`config.mk`:
```
export PLATFORM = sky130hd
export DESIGN_NAME = dual_priority_decoder
export DESIGN_NICKNAME = d
export VERILOG_FILES = /design/src/rtl/dual_priority_decoder_pkg.sv /design/src/rtl/dual_priority_decoder_dec.sv /design/src/rtl/dual_priority_decoder.sv
export SDC_FILE = /design/constraint.sdc
export NUM_CORES = 1
export LEC_CHECK = 0
export ABC_AREA = 0
export CORE_ASPECT_RATIO = 1.1
export CORE_MARGIN = 3
export CORE_UTILIZATION = 49
export CTS_BUF_LIST = sky130_fd_sc_hd__clkbuf_8
export CTS_CLUSTER_SIZE = 8
export DETAILED_ROUTE_END_ITERATION = 8
export PLACE_DENSITY = 0.87
export SLEW_MARGIN = 20
export SYNTH_ARGS = -nofsm -noshare
export SYNTH_HDL_FRONTEND = slang
export SYNTH_SLANG_ARGS = --single-unit
```
`constraint.sdc`:
```
create_clock -name clk -period 1.8 [get_ports clk]
set_clock_uncertainty 0.2 [all_clocks]
set_input_delay 0.45 -clock clk [delete_from_list [all_inputs] [get_ports clk]]
set_output_delay 0.45 -clock clk [all_outputs]
set_load 0.05 [all_outputs]
```
`src/rtl/dual_priority_decoder_pkg.sv`:
```
// Shared types and default widths for the dual priority encoder/decoder pair.
// Encoder and decoder sides must agree on these defaults.
package dual_prio_pkg;

  typedef enum logic [1:0] {
    IDLE  = 2'd0,
    ACCUM = 2'd1,
    HOLD  = 2'd2
  } state_t;

  localparam int DEF_INPUT_WIDTH  = 8;
  localparam int DEF_OUTPUT_WIDTH = 3;
  localparam int DEF_BEAT_W       = 8;

endpackage

```
`src/rtl/dual_priority_decoder_dec.sv`:
```
// Index-to-one-hot decoder, purely combinational (zero latency, no flow control).
// INPUT_WIDTH must equal 2**OUTPUT_WIDTH, so every index maps to a real bit.
module dual_priority_decoder_dec #(
  parameter int INPUT_WIDTH  = 8,
  parameter int OUTPUT_WIDTH = 3
) (
  input  logic [OUTPUT_WIDTH-1:0] idx,
  output logic [INPUT_WIDTH-1:0]  onehot
);

  always_comb begin
    onehot      = '0;
    onehot[idx] = 1'b1;
  end

endmodule

```
`src/rtl/dual_priority_decoder.sv`:
```
// Rebuilds a request bitmap from (priority1, priority2) index beats and flags malformed frames.
// Result registered 1 cycle after the last beat and held with in_ready=0 until out_ready.
module dual_priority_decoder
  import dual_prio_pkg::*;
#(
  parameter int INPUT_WIDTH  = DEF_INPUT_WIDTH,
  parameter int OUTPUT_WIDTH = DEF_OUTPUT_WIDTH,
  parameter int BEAT_W       = DEF_BEAT_W
) (
  input  logic                    clk,
  input  logic                    reset,
  input  logic                    in_valid,
  output logic                    in_ready,
  input  logic [OUTPUT_WIDTH-1:0] in_idx1,
  input  logic                    in_idx1_v,
  input  logic [OUTPUT_WIDTH-1:0] in_idx2,
  input  logic                    in_idx2_v,
  input  logic                    in_last,
  output logic                    out_valid,
  input  logic                    out_ready,
  output logic [INPUT_WIDTH-1:0]  out_mask,
  output logic [BEAT_W-1:0]       out_beats,
  output logic                    out_err
);

  localparam logic [BEAT_W-1:0] BEAT_MAX = '1;

  state_t                 state;
  state_t                 state_n;
  logic [INPUT_WIDTH-1:0] mask;
  logic [INPUT_WIDTH-1:0] mask_n;
  logic [INPUT_WIDTH-1:0] oh1;
  logic [INPUT_WIDTH-1:0] oh2;
  logic [INPUT_WIDTH-1:0] d1;
  logic [INPUT_WIDTH-1:0] d2;
  logic [INPUT_WIDTH-1:0] new_bits;
  logic [BEAT_W-1:0]      beats;
  logic [BEAT_W-1:0]      beats_n;
  logic                   err;
  logic                   err_n;
  logic                   beat_err;
  logic                   accept;

  dual_priority_decoder_dec #(
    .INPUT_WIDTH (INPUT_WIDTH),
    .OUTPUT_WIDTH(OUTPUT_WIDTH)
  ) u_dec1 (
    .idx   (in_idx1),
    .onehot(oh1)
  );

  dual_priority_decoder_dec #(
    .INPUT_WIDTH (INPUT_WIDTH),
    .OUTPUT_WIDTH(OUTPUT_WIDTH)
  ) u_dec2 (
    .idx   (in_idx2),
    .onehot(oh2)
  );

  // No input/output overlap: the result slot doubles as the only stall point.
  assign in_ready  = (state != HOLD);
  assign out_valid = (state == HOLD);
  assign accept    = in_valid && in_ready;

  assign d1       = in_idx1_v ? oh1 : '0;
  assign d2       = in_idx2_v ? oh2 : '0;
  assign new_bits = d1 | d2;
  assign mask_n   = mask | new_bits;

  // Orphan priority2, inverted/equal ordering, or a bit repeated within the frame.
  assign beat_err = (in_idx2_v && !in_idx1_v)
                 || (in_idx1_v && in_idx2_v && (in_idx2 >= in_idx1))
                 || ((new_bits & mask) != '0);
  assign err_n    = err | beat_err;
  assign beats_n  = (beats == BEAT_MAX) ? beats : beats + 1'b1;

  always_comb begin
    state_n = state;
    unique case (state)
      IDLE, ACCUM: begin
        if (accept) begin
          state_n = in_last ? HOLD : ACCUM;
        end
      end
      HOLD: begin
        if (out_ready) begin
          state_n = IDLE;
        end
      end
      default: state_n = IDLE;
    endcase
  end

  always_ff @(posedge clk or posedge reset) begin
    if (reset) begin
      state     <= IDLE;
      mask      <= '0;
      beats     <= '0;
      err       <= 1'b0;
      out_mask  <= '0;
      out_beats <= '0;
      out_err   <= 1'b0;
    end else begin
      state <= state_n;
      if (accept) begin
        if (in_last) begin
          out_mask  <= mask_n;
          out_beats <= beats_n;
          out_err   <= err_n;
          mask      <= '0;
          beats     <= '0;
          err       <= 1'b0;
        end else begin
          mask  <= mask_n;
          beats <= beats_n;
          err   <= err_n;
        end
      end
    end
  end

endmodule

```
==> results by group, run 1 <==
Placed design
  • Placed inst area: ~2600 µm²
  • # port buffers: 31
  • Post-DP HPWL: 3510 µm
  • GP Congestion: between 0.8 and 0.9

Global route
  • Largest net degree at the start of global routing: 37
  • Global route total overflow: 0
  • Number of global-route vias before repair: ~1,800
  • Antenna violations before repair: 0
  • Global-route wire length before repair: 8580 µm
  • All-Layer GR Usage: 0.251

STA
  • Fin. max-slew vios: 0
  • Tmin final: 2.02 ns
  • Hold Violations, Final: 0
  • Finish-stage setup viols: 14
  • FMAX: between 400 and 500 MHz
  • Worst slew margin: 0.713
  • Final hold slack: slightly below 0.3 ns
  • RSZ-0062 raised after global routing: yes
  • Final period util: 1.12
  • Slew @ Worst Pin: 0.428 ns
  • Final WS setup: -0.219 ns

Logic synthesis
  • Sequential area share after synthesis: 0.507
  • Syn Nets: between 200 and 250
  • Avg Inst Size Synth: 9.06 µm²
  • Largest area contributor in the netlist: dfrtp_1
  • Netlist cell types: 35
  • Synth area leaders: dfrtp_1, nand2_1, o21ai_0
  • Post-synthesis register bit count: 36
  • Mapped Area: around 1800 µm²
  • Synth top area share: 0.507
  • Syn Inst Count: between 150 and 200
  • Synth Warn #: 0

Clock network
  • Clk Latency, worst-skew pair: between 0.3 and 0.4 ns
  • # H-tree levels: 2
  • Clock root buffer master: clkbuf_8
  • TritonCTS clock tree: yes
  • Sink Count: 36
  • Worst-path clk slew: approximately 0.08 ns
  • Clock buffer depth: 2
  • CTS Buf Count: 5

Worst setup path
  • Worst r2r dst: out_beats[3]
  • Req. time, crit path: between 1.5 and 2 ns
  • R2R setup slack: -0.22 ns
  • Maximum fanout along the worst path: 4
  • R2R depth: 6
  • Crit. End Element: flip-flop
  • CP arrival: between 1.5 and 2 ns
  • Crit path kind: flip-flop to flip-flop
  • Critical path launch point type: flip-flop
  • Reg2reg start: beats[1]

Cells and area
  • Proportion of layout cells with a drive suffix above 1: 0.395
  • Post-route cell area: between 2000 and 3000 µm²
  • Sequential cell area: between 900 and 1000 µm²
  • Commonest non-fill, non-tap cell in the layout: dfrtp_1
  • Area delta synth->final: 62.5%
  • # diodes: 0
  • Layout filler cell count: about 160
  • Final Net Count: around 280
  • Most frequent cells in the layout: dfrtp_1, nand2_1, buf_4
  • Area of the multi-input gates: roughly 1000 µm²

Drt
  • Top sig layer: met4
  • Detailed-route via count: 1,923
  • WL met1: between 2000 and 2500 µm
  • Drt via density: slightly above 6
  • Routed WL: around 6300 µm
  • DRC viols: 0
  • Metal2 WL: between 3000 and 4000 µm
  • WL per Instance: ~20 µm
  • DRT iter0 DRCs: 158
  • WL met3: between 400 and 500 µm
  • Router iterations before antenna repair: 5
  • ANT nets after route: 0

Floorplanning
  • Boundary Pins: 32
  • Die area: around 4400 µm²
  • Area of the core: 3410 µm²
  • Site row count: 22
  • Die width: about 63 µm
  • Die height: between 60 and 70 µm
  • Starting Density: 0.521

Power and ir drop
  • Peak supply drop: around 0.65 mV
  • PwrDens: between 1000 and 1500 nW/µm²
  • Leak pwr: roughly 1.3 nW

Run status
  • Failing checks: setup timing
  • Outcome: complete, but fails checks

Worst hold path
  • Hold WC Path Type: primary input to asynchronous set/reset pin

Flow run
  • Max Cap Viol: 0
[cells in the mapped netlist]
cell type / instances
o311ai_0: 1
a31oi_1: 1
nor4_2: 1
o32ai_1: 2
and3_1: 1
a21oi_1: 16
dfrtp_1: 36
a211oi_1: 2
nand2b_2: 2
o2bb2ai_1: 1
xnor2_1: 1
and2_1: 2
nand2_2: 1
or2b_1: 2
nand2_1: 40
mux2i_1: 2
buf_2: 5
nand2b_1: 6
inv_1: 6
nor2_2: 1
o31ai_1: 2
o21ai_1: 2
a32o_1: 1
ha_1: 4
nand4_1: 1
xor2_1: 3
o22ai_1: 7
or2_2: 1
and2_0: 1
buf_4: 1
nand3b_1: 1
a22o_1: 3
nand3_1: 4
nor2_1: 13
o21ai_0: 23
[worst max path at each step]
stage / depth (start not counted) / to / start / slack [ns]
6_report: 6 / out_beats[3] / beats[1] / -0.22
5_1_grt: 6 / out_beats[3] / beats[1] / -0.28
4_1_cts: 7 / out_err / in_idx1[1] / 0.001
3_5_place_dp: 8 / out_err / in_idx2[0] / -0.59
3_3_place_gp: 8 / out_err / in_idx2[0] / -0.51
2_1_floorplan: 7 / out_err / in_idx2[0] / 0.04
[sequential cells by signal (all words and copies together) (netlist names)]
signal     cells
beats          8
err            1
mask           8
out_beats      8
out_err        1
out_mask       8
state          2
[through the flow]
step | util | worst slack (ns) | instances | power (mW) | TNS (ns)
final | 0.846 | -0.219 | 314 | 2.94 | -1.16
after global routing | 0.846 | -0.283 | 314 | 3.03 | -2.10
after CTS | 0.809 | 0.00102 | 313 | 2.83 | 0
after detailed placement | 0.760 | -0.593 | 304 | 2.11 | -7.17
after global placement | 0.760 | -0.511 | 304 | 2.07 | -5.95
after floorplan | - | 0.0402 | 196 | 1.53 | 0
[critical path, cell delays in order, from the launching register on]
cell and delay (ns):
dfrtp_1 0.38, ha_2 0.20, and3_4 0.20, nand4_1 0.29, nand2b_1 0.29, xor2_1 0.20
o21ai_0 0.13
[cells by family (layout without fill, tap and decap cells)]
family	count (synthesis)	count (layout)	share of synthesized area
AO/OA/AOI/OAI	61	61	0.201
XOR/XNOR	4	4	0.0197
adder cells (fa/ha/maj)	4	4	0.0282
buffers and inverters	12	82	0.0310
flip-flops	36	36	0.507
multiplexers	2	2	0.0113
AND/OR/NAND/NOR	77	77	0.202
[power by group]
group	total (mW)	switching (mW)	internal (mW)
sequential	1.07	0.132	0.936
combinational	1.14	0.614	0.525
clock	0.737	0.327	0.410
[cell type report]
class	count	area share
Multi-Input combinational cell	148	0.342
Tap cell	48	0.0208
Timing Repair Buffer	68	0.279
Inverter	6	0.00780
Clock inverter	3	0.0147
Clock buffer	5	0.0238
Sequential cell	36	0.312
[metal layers]
| metal | vias up | track usage |
|---|---|---|
| li1 | 821 | - |
| met1 | 946 | 0.296 |
| met2 | 130 | 0.437 |
| met3 | 26 | 0.0505 |
| met4 | 0 | 0.110 |
| met5 | - | 0 |
[timing repair]
item | in CTS | in global routing
pin swaps | 9 | 13
hold endpoints to repair | 0 | 0
gates resized for setup | 34 | 34
setup buffers | 2 | 1
hold buffers | 0 | 0
endpoints found under the setup margin | 15 | 22
Note: power is estimated with default switching activity, not from simulation.
==> run 2, diff against run 1 <==
--- a/config.mk
+++ b/config.mk
@@ -13,6 +13,7 @@
 export CTS_CLUSTER_SIZE = 8
 export DETAILED_ROUTE_END_ITERATION = 8
 export PLACE_DENSITY = 0.87
+export SETUP_SLACK_MARGIN = 0.2
 export SLEW_MARGIN = 20
 export SYNTH_ARGS = -nofsm -noshare
 export SYNTH_HDL_FRONTEND = slang
==> results by group, run 2 <==
Placed design
  • # port buffers: 31 (unchanged)
  • GP Congestion: 0.906 (+2.3%)
  • Post-DP HPWL: 4290 µm (+22%)

Clock network
  • Clock root buffer master: clkbuf_8
  • Clock buffer depth: 2 (unchanged)
  • CTS Buf Count: 5 (unchanged)
  • Cts hold-fix bufs: 0 (unchanged)
  • # H-tree levels: 2 (unchanged)
  • Sink Count: 36 (unchanged)

Logic synthesis
  • Mapped Area: 1780 µm² (unchanged)
  • Sequential area share after synthesis: 0.507 (unchanged)
  • Syn Nets: 213 (unchanged)
  • Avg Inst Size Synth: 9.06 µm² (unchanged)
  • Synth area leaders: dfrtp_1, nand2_1, o21ai_0
  • Synth Warn #: 0 (unchanged)
  • Syn Inst Count: 196 (unchanged)
  • Synth async-reset ratio: 1.00 (unchanged)
  • Synth top area share: 0.507 (unchanged)
  • Netlist cell types: 35 (unchanged)
  • Most common cell in the netlist: nand2_1
  • Main flop type after synthesis: dfrtp_1
  • Post-synth top cells: nand2_1, dfrtp_1, o21ai_0
  • Post-synthesis register bit count: 36 (unchanged)
  • Post-synth EDFFs: 0 (unchanged)
  • Largest area contributor in the netlist: dfrtp_1

Floorplanning
  • Boundary Pins: 32 (unchanged)
  • Die width: 63.4 µm (unchanged)
  • Site row count: 22 (unchanged)
  • Starting Density: 0.521 (unchanged)
  • Die height: 69.2 µm (unchanged)

Global route
  • Largest net degree at the start of global routing: 37

Run status
  • Outcome: did not finish
  • Halt Stage: global routing (5_1_grt)
  • Tool error: [ERROR DPL-0038] Utilization greater than 100%, impossible to legalize

STA
  • Worst endpoint pin kind: sequential cell input
  • Worst Endpoint after GRT Repair: beats[0]$_DFFE_PP0P_/D
==> run 2: logic make-up after synthesis <==
logic type | share of synthesized area
mux | 0.0113
flops | 0.507
simple gates | 0.202
buf+inv | 0.0310
compound gates | 0.201
xor+xnor | 0.0197
fa+ha+maj | 0.0282
==> run 2: timing repair <==
action,CTS
endpoints found under the setup margin,36
resized for setup,60
pin swaps,17
buffers inserted,8
==> run 2: metrics by stage <==
step | worst slack [ns] | setup TNS, ns | area, µm² | utilization | cells
2_1_floorplan | 0.125 | 0 | 1840 | - | 196
3_3_place_gp | -0.513 | -6.95 | 2650 | 0.776 | 302
3_5_place_dp | -0.607 | -11.11 | 2650 | 0.776 | 302
4_1_cts | 0.0475 | 0 | 2940 | 0.861 | 318
==> run 3, diff against run 2 <==
--- a/config.mk
+++ b/config.mk
@@ -6,14 +6,10 @@
 export NUM_CORES = 1
 export LEC_CHECK = 0
 export ABC_AREA = 0
-export CORE_ASPECT_RATIO = 1.1
 export CORE_MARGIN = 3
-export CORE_UTILIZATION = 49
-export CTS_BUF_LIST = sky130_fd_sc_hd__clkbuf_8
-export CTS_CLUSTER_SIZE = 8
+export CORE_UTILIZATION = 40
 export DETAILED_ROUTE_END_ITERATION = 8
-export PLACE_DENSITY = 0.87
-export SETUP_SLACK_MARGIN = 0.2
+export PLACE_DENSITY_LB_ADDON = 0.15
 export SLEW_MARGIN = 20
 export SYNTH_ARGS = -nofsm -noshare
 export SYNTH_HDL_FRONTEND = slang
==> constraint.sdc (replaced) <==
create_clock -name clk -period 2.3 [get_ports clk]
set_clock_uncertainty 0.2 [all_clocks]
set_input_delay 0.575 -clock clk [delete_from_list [all_inputs] [get_ports clk]]
set_output_delay 0.575 -clock clk [all_outputs]
set_load 0.05 [all_outputs]
==> results by group, run 3 (synthesized netlist as in run 1, its figures left out) <==
Run status
  • Outcome: finished clean

Floorplanning
  • Die area: ~5300 µm²
  • Starting Density: 0.429 (-0.0918)
  • Site row count: 23 (+4.5%)
  • Die height: 72.6 µm (+5.0%)
  • Boundary Pins: 32 (unchanged)
  • Area of the core: ~4100 µm²
  • Die width: 72.6 µm (+15%)

Power and ir drop
  • Peak supply drop: 0.524 mV
  • PwrDens: between 700 and 800 nW/µm²
  • Leak pwr: approximately 1.1 nW

Cells and area
  • Commonest non-fill, non-tap cell in the layout: nand2_1
  • Area delta synth->final: 35.4%
  • # diodes: 0
  • Proportion of layout cells with a drive suffix above 1: 0.162
  • Cell Count, Final, Fillers Out: slightly above 300
  • Most frequent cells in the layout: nand2_1, dfrtp_1, clkdlybuf4s50_1, buf_4, o21ai_0
  • Layout filler cell count: approximately 380
  • Final Net Count: 270

Worst setup path
  • Critical path launch point type: flip-flop
  • Critical path buffers and inverters: 1
  • CP Cell Sequence: clkdlybuf4s50_1
  • Maximum fanout along the worst path: 2
  • CP max stage delay: a little over 0.8 ns
  • R2R depth: 7
  • Crit. End Element: primary output
  • Req. time, crit path: about 1.5 ns
  • CP arrival: 1.46 ns
  • R2R setup slack: between 0.2 and 0.3 ns
  • Worst r2r dst: out_beats[2]
  • Crit path kind: flip-flop to primary output
  • Max stage delay cell, worst path: clkdlybuf4s50_1
  • Critical path's top delay family: buffers and inverters
  • Reg2reg start: beats[0]

Global route
  • Antenna violations before repair: 0
  • Global-route wire length before repair: ~7000 µm
  • Global route total overflow: 0
  • Number of global-route vias before repair: about 1,500
  • Largest net degree at the start of global routing: 37
  • All-Layer GR Usage: 0.172

STA
  • Finish-stage setup viols: 0
  • Tmin final: roughly 2.2 ns
  • Fin. max-slew vios: 0
  • Final period util: 0.970
  • FMAX: 448 MHz
  • Final WS setup: 0.0699 ns
  • RSZ-0062 raised after global routing: no
  • Hold Violations, Final: 0
  • Final hold slack: around 0.26 ns
  • Slew @ Worst Pin: 0.507 ns
  • Setup TNS: 0 ns
  • Worst slew margin: 0.661

Drt
  • WL per Instance: 13.2 µm
  • Drt via density: just over 5
  • DRC viols: 0
  • WL met3: between 150 and 200 µm
  • DRT iter0 DRCs: 60
  • Routed WL: 4010 µm
  • Top sig layer: met4
  • Router iterations before antenna repair: 4
  • ANT nets after route: 0
  • WL met1: approximately 2100 µm
  • Metal2 WL: ~1700 µm
  • Detailed-route via count: between 1,500 and 2,000

Clock network
  • Clock root buffer master: clkbuf_8
  • CTS Buf Count: 5 (unchanged)
  • Clock buffer depth: 2 (unchanged)
  • # H-tree levels: 2 (unchanged)
  • Clk Latency, worst-skew pair: slightly below 0.3 ns
  • TritonCTS clock tree: yes
  • Worst-path clk slew: about 0.07 ns
  • Sink Count: 36 (unchanged)
  • Post-CTS Setup Inserts: 0 (-8)

Placed design
  • Setup slack at placement: -0.260 ns (+0.348 ns)
  • GP Congestion: 0.862 (-4.9%)
  • Placed Instances: 296 (-2.0%)
  • # port buffers: 31 (unchanged)
  • Post-DP HPWL: 2940 µm (-31%)

Worst hold path
  • Worst Hold Depth: 2
  • Hold EP: out_mask[7]
  • Hold WC Path Type: flip-flop to flip-flop
  • Hold path startpoint: out_mask[7]

Flow run
  • Max Cap Viol: 0
run 3: metrics by stage:
step / power (mW) / area (µm²) / utilization
final: 1.85 / 2410 / 0.581
after floorplan: 1.19 / 1780 / -
after global routing: 1.96 / 2410 / 0.581
after detailed placement: 1.43 / 2320 / 0.560
after global placement: 1.43 / 2320 / 0.560
after CTS: 1.87 / 2400 / 0.579
run 3: layout make-up:
cell class,instances,area [µm²],share of cell area
Clock buffer,6,72.6,0.0302
Clock inverter,1,5.00,0.00208
Inverter,6,22.5,0.00936
Multi-Input combinational cell,148,830,0.345
Sequential cell,36,901,0.374
Tap cell,50,62.6,0.0260
Timing Repair Buffer,56,513,0.213
run 3: per-layer routing:
layer | GRT usage | vias up
met1 | 0.256 | 717
met5 | 0 | -
met4 | 0.0676 | 0
met2 | 0.242 | 32
li1 | - | 797
met3 | 0.0344 | 5
run 3: worst max-delay path by stage:
stage               slack, ns        from  cells past startpoint  endpoint
floorplan                0.34  in_idx2[0]                      7   out_err
global placement        -0.21  in_idx2[0]                      8   out_err
detailed placement      -0.26  in_idx2[0]                      8       err
CTS                      0.04  in_idx2[0]                      8       err
global route             0.02  in_idx2[0]                      8   out_err
finish                   0.07     out_err                      1   out_err
run 3: timing repair:
item                       CTS  global route
setup endpoints to repair    0             2
hold buffers                 0             0
resized for setup            0             1
run 3: worst reg2reg max path, cell delays in order (launching register included):
cell,delay (ns)
dfrtp_1,0.43
ha_1,0.24
and3_1,0.25
nand4_1,0.24
buf_4,0.24
nand3_1,0.09
o21ai_0,0.13
o21ai_1,0.14
run 3: where the power goes:
part           switching [mW]  internal (mW)
clock                   0.226          0.206
sequential             0.0682          0.733
combinational           0.390          0.230
